===== config.mk =====
export PLATFORM = sky130hd
export DESIGN_NAME = uart_tx_fifo
export DESIGN_NICKNAME = d
export VERILOG_FILES = /design/src/rtl/uart_pkg.sv /design/src/rtl/sync_fifo.sv /design/src/rtl/uart_tx_fifo.sv
export SDC_FILE = /design/constraint.sdc
export NUM_CORES = 1
export LEC_CHECK = 0
export CAP_MARGIN = 20
export CORE_ASPECT_RATIO = 0.7
export CORE_MARGIN = 8
export CORE_UTILIZATION = 30
export DETAILED_ROUTE_END_ITERATION = 16
export PLACE_DENSITY = 0.5
export SLEW_MARGIN = 0
export SYNTH_ARGS = -nofsm -noshare
export SYNTH_HDL_FRONTEND = slang
export SYNTH_SLANG_ARGS = --single-unit

===== constraint.sdc =====
create_clock -name CLK -period 3.3 [get_ports CLK]
set_input_delay 0.495 -clock CLK [delete_from_list [all_inputs] [get_ports CLK]]
set_output_delay 0.495 -clock CLK [all_outputs]
set_load 0.005 [all_outputs]

===== src/rtl/uart_pkg.sv =====
// uart_pkg: shared types and defaults for the UART datapath
package uart_pkg;
   typedef enum logic [1:0] {PAR_NONE, PAR_EVEN, PAR_ODD} parity_e;
   typedef enum logic [2:0] {IDLE, START, DATA, PAR, STOP} tx_state_e;
   localparam int DEF_CLK_PER_BIT = 2604;
endpackage


===== src/rtl/sync_fifo.sv =====
// sync_fifo: single-clock FIFO, head word visible on dout in the cycle it is popped
module sync_fifo #(
   parameter int WIDTH = 8,
   parameter int DEPTH = 4
) (
   input  logic                     CLK,
   input  logic                     RST,
   input  logic                     push,
   input  logic                     pop,
   input  logic [WIDTH-1:0]         din,
   output logic [WIDTH-1:0]         dout,
   output logic                     full,
   output logic                     empty,
   output logic [$clog2(DEPTH):0]   count
);
   localparam int AW = $clog2(DEPTH);
   logic [WIDTH-1:0] mem [DEPTH];
   logic [AW-1:0] wptr, rptr;
   logic do_push, do_pop;
   assign full = count == (AW + 1)'(DEPTH);
   assign empty = count == '0;
   assign do_push = push && !full;
   assign do_pop = pop && !empty;
   assign dout = mem[rptr];
   always_ff @(posedge CLK)
      if (do_push) mem[wptr] <= din;
   always_ff @(posedge CLK)
      if (RST) begin
         wptr <= '0;
         rptr <= '0;
         count <= '0;
      end else begin
         wptr <= wptr + AW'(do_push);
         rptr <= rptr + AW'(do_pop);
         count <= count + (AW + 1)'(do_push) - (AW + 1)'(do_pop);
      end
endmodule


===== src/rtl/uart_tx_fifo.sv =====
// uart_tx_fifo: queued UART transmitter with configurable bit period, width, parity and stop bits
module uart_tx_fifo
   import uart_pkg::*;
#(
   parameter int CLK_PER_BIT = DEF_CLK_PER_BIT,
   parameter int DATA_BITS   = 8,
   parameter int PARITY      = 0,
   parameter int STOP_BITS   = 1,
   parameter int FIFO_DEPTH  = 4
) (
   input  logic                          CLK,
   input  logic                          RST,
   input  logic [DATA_BITS-1:0]          din,
   input  logic                          valid,
   output logic                          ready,
   output logic                          busy,
   output logic [$clog2(FIFO_DEPTH):0]   count,
   output logic                          OUT
);
   localparam int TW = $clog2(CLK_PER_BIT);
   localparam int IW = $clog2(DATA_BITS);
   tx_state_e state;
   logic [TW-1:0] tmr;
   logic [IW-1:0] idx;
   logic [DATA_BITS-1:0] sh, head;
   logic pbit, pend, full, empty, tick, pop;
   sync_fifo #(.WIDTH(DATA_BITS), .DEPTH(FIFO_DEPTH)) fifo (
      .CLK(CLK), .RST(RST), .push(valid), .pop(pop), .din(din),
      .dout(head), .full(full), .empty(empty), .count(count)
   );
   assign ready = !full;
   assign busy = state != IDLE || !empty;
   assign tick = tmr == TW'(CLK_PER_BIT - 1);
   // from idle, a word is taken one cycle after the queue was seen non-empty
   assign pop = !empty && (state == IDLE ? pend : state == STOP && tick && idx == IW'(STOP_BITS - 1));
   always_ff @(posedge CLK)
      if (RST) begin
         state <= IDLE;
         OUT <= 1'b1;
         tmr <= '0;
         idx <= '0;
         sh <= '0;
         pbit <= 1'b0;
         pend <= 1'b0;
      end else begin
         pend <= !empty;
         tmr <= (pop || tick || state == IDLE) ? '0 : tmr + 1'b1;
         if (pop) begin
            state <= START;
            OUT <= 1'b0;
            idx <= '0;
            sh <= head;
            pbit <= ^head ^ (PARITY == int'(PAR_ODD));
         end else if (tick)
            case (state)
               START: begin
                  state <= DATA;
                  OUT <= sh[0];
                  sh <= sh >> 1;
               end
               DATA: if (idx == IW'(DATA_BITS - 1)) begin
                  state <= PARITY != 0 ? PAR : STOP;
                  OUT <= PARITY != 0 ? pbit : 1'b1;
                  idx <= '0;
               end else begin
                  OUT <= sh[0];
                  sh <= sh >> 1;
                  idx <= idx + 1'b1;
               end
               PAR: begin
                  state <= STOP;
                  OUT <= 1'b1;
               end
               STOP: if (idx == IW'(STOP_BITS - 1)) state <= IDLE; else idx <= idx + 1'b1;
               default: state <= IDLE;
            endcase
      end
endmodule


==> out/qor.yml <==
status:
  status: "complete, no violations"
synthesis:
  synthDistinctLibCells: 38
  netlist_area_um2: 2920
  synth_edf_count: 32
  yosys_warnings: 0
  synthCells: 237
  ys.flop_type: "dfxtp_1"
  ys_ff_latch: 67
  async_flop_share_pct: 0
  synth_fp_nets: 257
  seq_area_frac_synth_pct: 57.0
  avgSynthCellArea_um2: 12.3
power:
  switching_share_pct: 27.1
  ir_drop_mv: 0.282
  p_per_area_nw_per_um2: 713
  combinationalPowerShare_pct: 19.2
  clock_power_share_pct: 38.2
  p_int_w: 0.00183
  power.leakage_nw: 1.20
  seqPwrFrac_pct: 42.6
  p_sw_w: 0.000678
  power_w: 0.00250
worst_setup_path:
  reg2reg_slack_ns: 0.61
  setup.worst_path.start_class: "flip-flop"
  required_ns: 3.50
  reg2reg_from: "fifo.count[1]"
  crit_type: "flip-flop to flip-flop"
  cp.arrival_ns: 2.90
  worst-path-max-fanout: 4
  reg2reg_to: "fifo.count[2]"
  critical_path.startpoint: "fifo.count[1]"
  reg2regPathDepth: 11
  cp-end-kind: "flip-flop"
sta:
  slew_violations: 0
  min_period_ns: 2.69
  hold_ws_ns: 0.463
  setup-violations-final: 0
  hold_violations: 0
  max_freq_mhz: 371
  tightest_slew_ns: 0.616
  max_slew_margin_pct: 58.9
  period_share_pct: 81.6
  rsz0062_at_grt: "no"
  clock-skew-final_ns: 0.00786
  timing.setup.tns_ns: 0
global_route:
  grt_overflow: 0
  antenna_found_initial: 0
  grt_max_degree: 21
  grt_pass1_wl_um: 9780
  grt_usage_pct: 9.30
  grt_pass1_vias: 1841
floorplanning:
  die_y_um: 98.5
  std_cell_rows: 30
  start_util_pct: 30.5
  die_area_um2: 13200
  fp.dieW_um: 134
  fp.coreArea_um2: 9570
  ios: 17
clock_network:
  tritoncts: "done"
  ctsRootBufferMaster: "clkbuf_16"
  ctsResizeCount: 0
  clockBufferDepth: 2
  post-cts-setup-buffers: 0
  clkTransAtPathRegs_ns: 0.05
  htree_levels: 3
  insertion_delay_ns: 0.33
  holdBufCountCts: 0
  cts.sinks: 67
  cts_buffers: 9
layout:
  n_fill_cell: 953
  post-route-util_pct: 36.7
  antenna_cells: 0
  area_growth_syn_to_layout_pct: 20.5
  stdcell_area_um2: 3510
  nets: 279
  drive_above_1_share_pct: 16.3
min_path:
  hold_path_end: "tmr[0]"
  hp-class: "flip-flop to flip-flop"
  hp-start: "tmr[0]"
  hold_depth: 1
detailed_routing:
  vias: 1749
  drt-initial-drc-count: 54
  vias_per_cell: 4.46
  drc: 0
  drt-total-wl_um: 5550
  antenna_left: 0
  dr.pass1.iters: 4
  wl_per_cell_um: 14.2
placement:
  hpwl_um: 3750
  port_buffers: 16
  postPlaceCellArea_um2: 3210
  place_congestion: 0.734
flow_run:
  maxCapViolations: 0
==> power by group through the flow <==
stage | Clock, W | Sequential (W) | Combinational [W]
6_report | 0.000956 | 0.00107 | 0.000480
3_5_place_dp | 0 | 0.00109 | 0.000484
2_1_floorplan | 0 | 0.00104 | 0.000363
3_3_place_gp | 0 | 0.00108 | 0.000487
4_1_cts | 0.000984 | 0.00107 | 0.000490
5_1_grt | 0.00102 | 0.00109 | 0.000544
==> worst max-delay path by stage <==
stage                    endpoint  slack, ns  cells after the start
CTS                 fifo.count[2]       0.58                     11
global placement    fifo.count[2]       0.70                     12
detailed placement  fifo.count[2]       0.57                     11
global route        fifo.count[2]       0.33                     11
floorplan           fifo.count[2]       0.52                     14
finish              fifo.count[2]       0.61                     11
==> final cells by class <==
cell class	count	area, um^2	area share [%]
clock buffer	9	225	6.41
multi-input combinational	150	1150	32.9
timing repair buffer	21	198	5.63
inverter	10	37.5	1.07
tap	128	160	4.56
clock inverter	7	76.3	2.17
sequential	67	1660	47.3
==> cell families after synthesis <==
family	count (synthesis)	share of synthesized area (%)
XOR/XNOR	14	4.21
AND/OR/NAND/NOR	96	17.3
AO/OA/AOI/OAI	18	6.05
multiplexers	13	7.90
flip-flops	67	57.0
buffers and inverters	20	3.39
adder cells (fa/ha/maj)	9	4.12
==> sequential cells by signal, summed over array words and instances (netlist names) <==
signal      flops
sh              8
fifo.count      3
pend            1
fifo.wptr       2
idx             3
fifo.rptr       2
tmr            12
state           3
fifo.mem       32
OUT             1
==> layer usage <==
metal	vias up	share of wire [%]	track usage [%]	routed length [um]
met2	25	39	12.6	2180
li1	884	-	-	-
met5	-	0	0	0
met1	834	56	13.2	3100
met3	6	3.6	3.51	200
met4	0	1.3	2.84	72
==> per-stage QoR <==
stage	setup WS, ns	instances
global route	0.332	392
global placement	0.699	376
floorplan	0.518	237
CTS	0.578	392
detailed placement	0.573	376
finish	0.606	392
==> layout by cell type (no fill, tap or decap), drive strengths merged, types with 8 or more instances in the layout <==
cell / instances
edfxtp: 32
xnor2: 10
clkdlybuf4s50: 16
mux4: 8
nor2: 36
nor2b: 8
inv: 12
clkbuf: 9
nand3: 9
nand2: 20
dfxtp: 35
ha: 8
==> critical path, cell delays in order (launching register included) <==
cell,delay [ns]
dfxtp_1,0.34
nor3_1,0.52
nor4b_2,0.13
a22oi_2,0.22
inv_1,0.08
ha_1,0.27
inv_1,0.04
ha_1,0.20
fa_1,0.38
xnor2_1,0.21
xnor2_1,0.14
nor2_1,0.05
==> Yosys cell counts (all sizes together) (2+ instances only) <==
cell    number  area [um^2]
a311oi       7          105
nor3         5         41.3
nand2       20         75.1
dfxtp       35          701
mux4         8          180
edfxtp      32          961
buf          6         45.0
nor4b        2         23.8
ha           8          100
nand2b       3         18.8
nand3        9         57.6
a22oi        2         20.0
o21ai        2         10.0
nor2b        8         50.1
xor2         4         35.0
a21oi        5         25.0
clkbuf       4         16.3
inv         10         37.5
xnor2       10         87.6
and3         7         43.8
mux2i        5         50.1
nor2        36          135
or3          2         12.5
No activity file was read; power rests on OpenSTA's default activity.
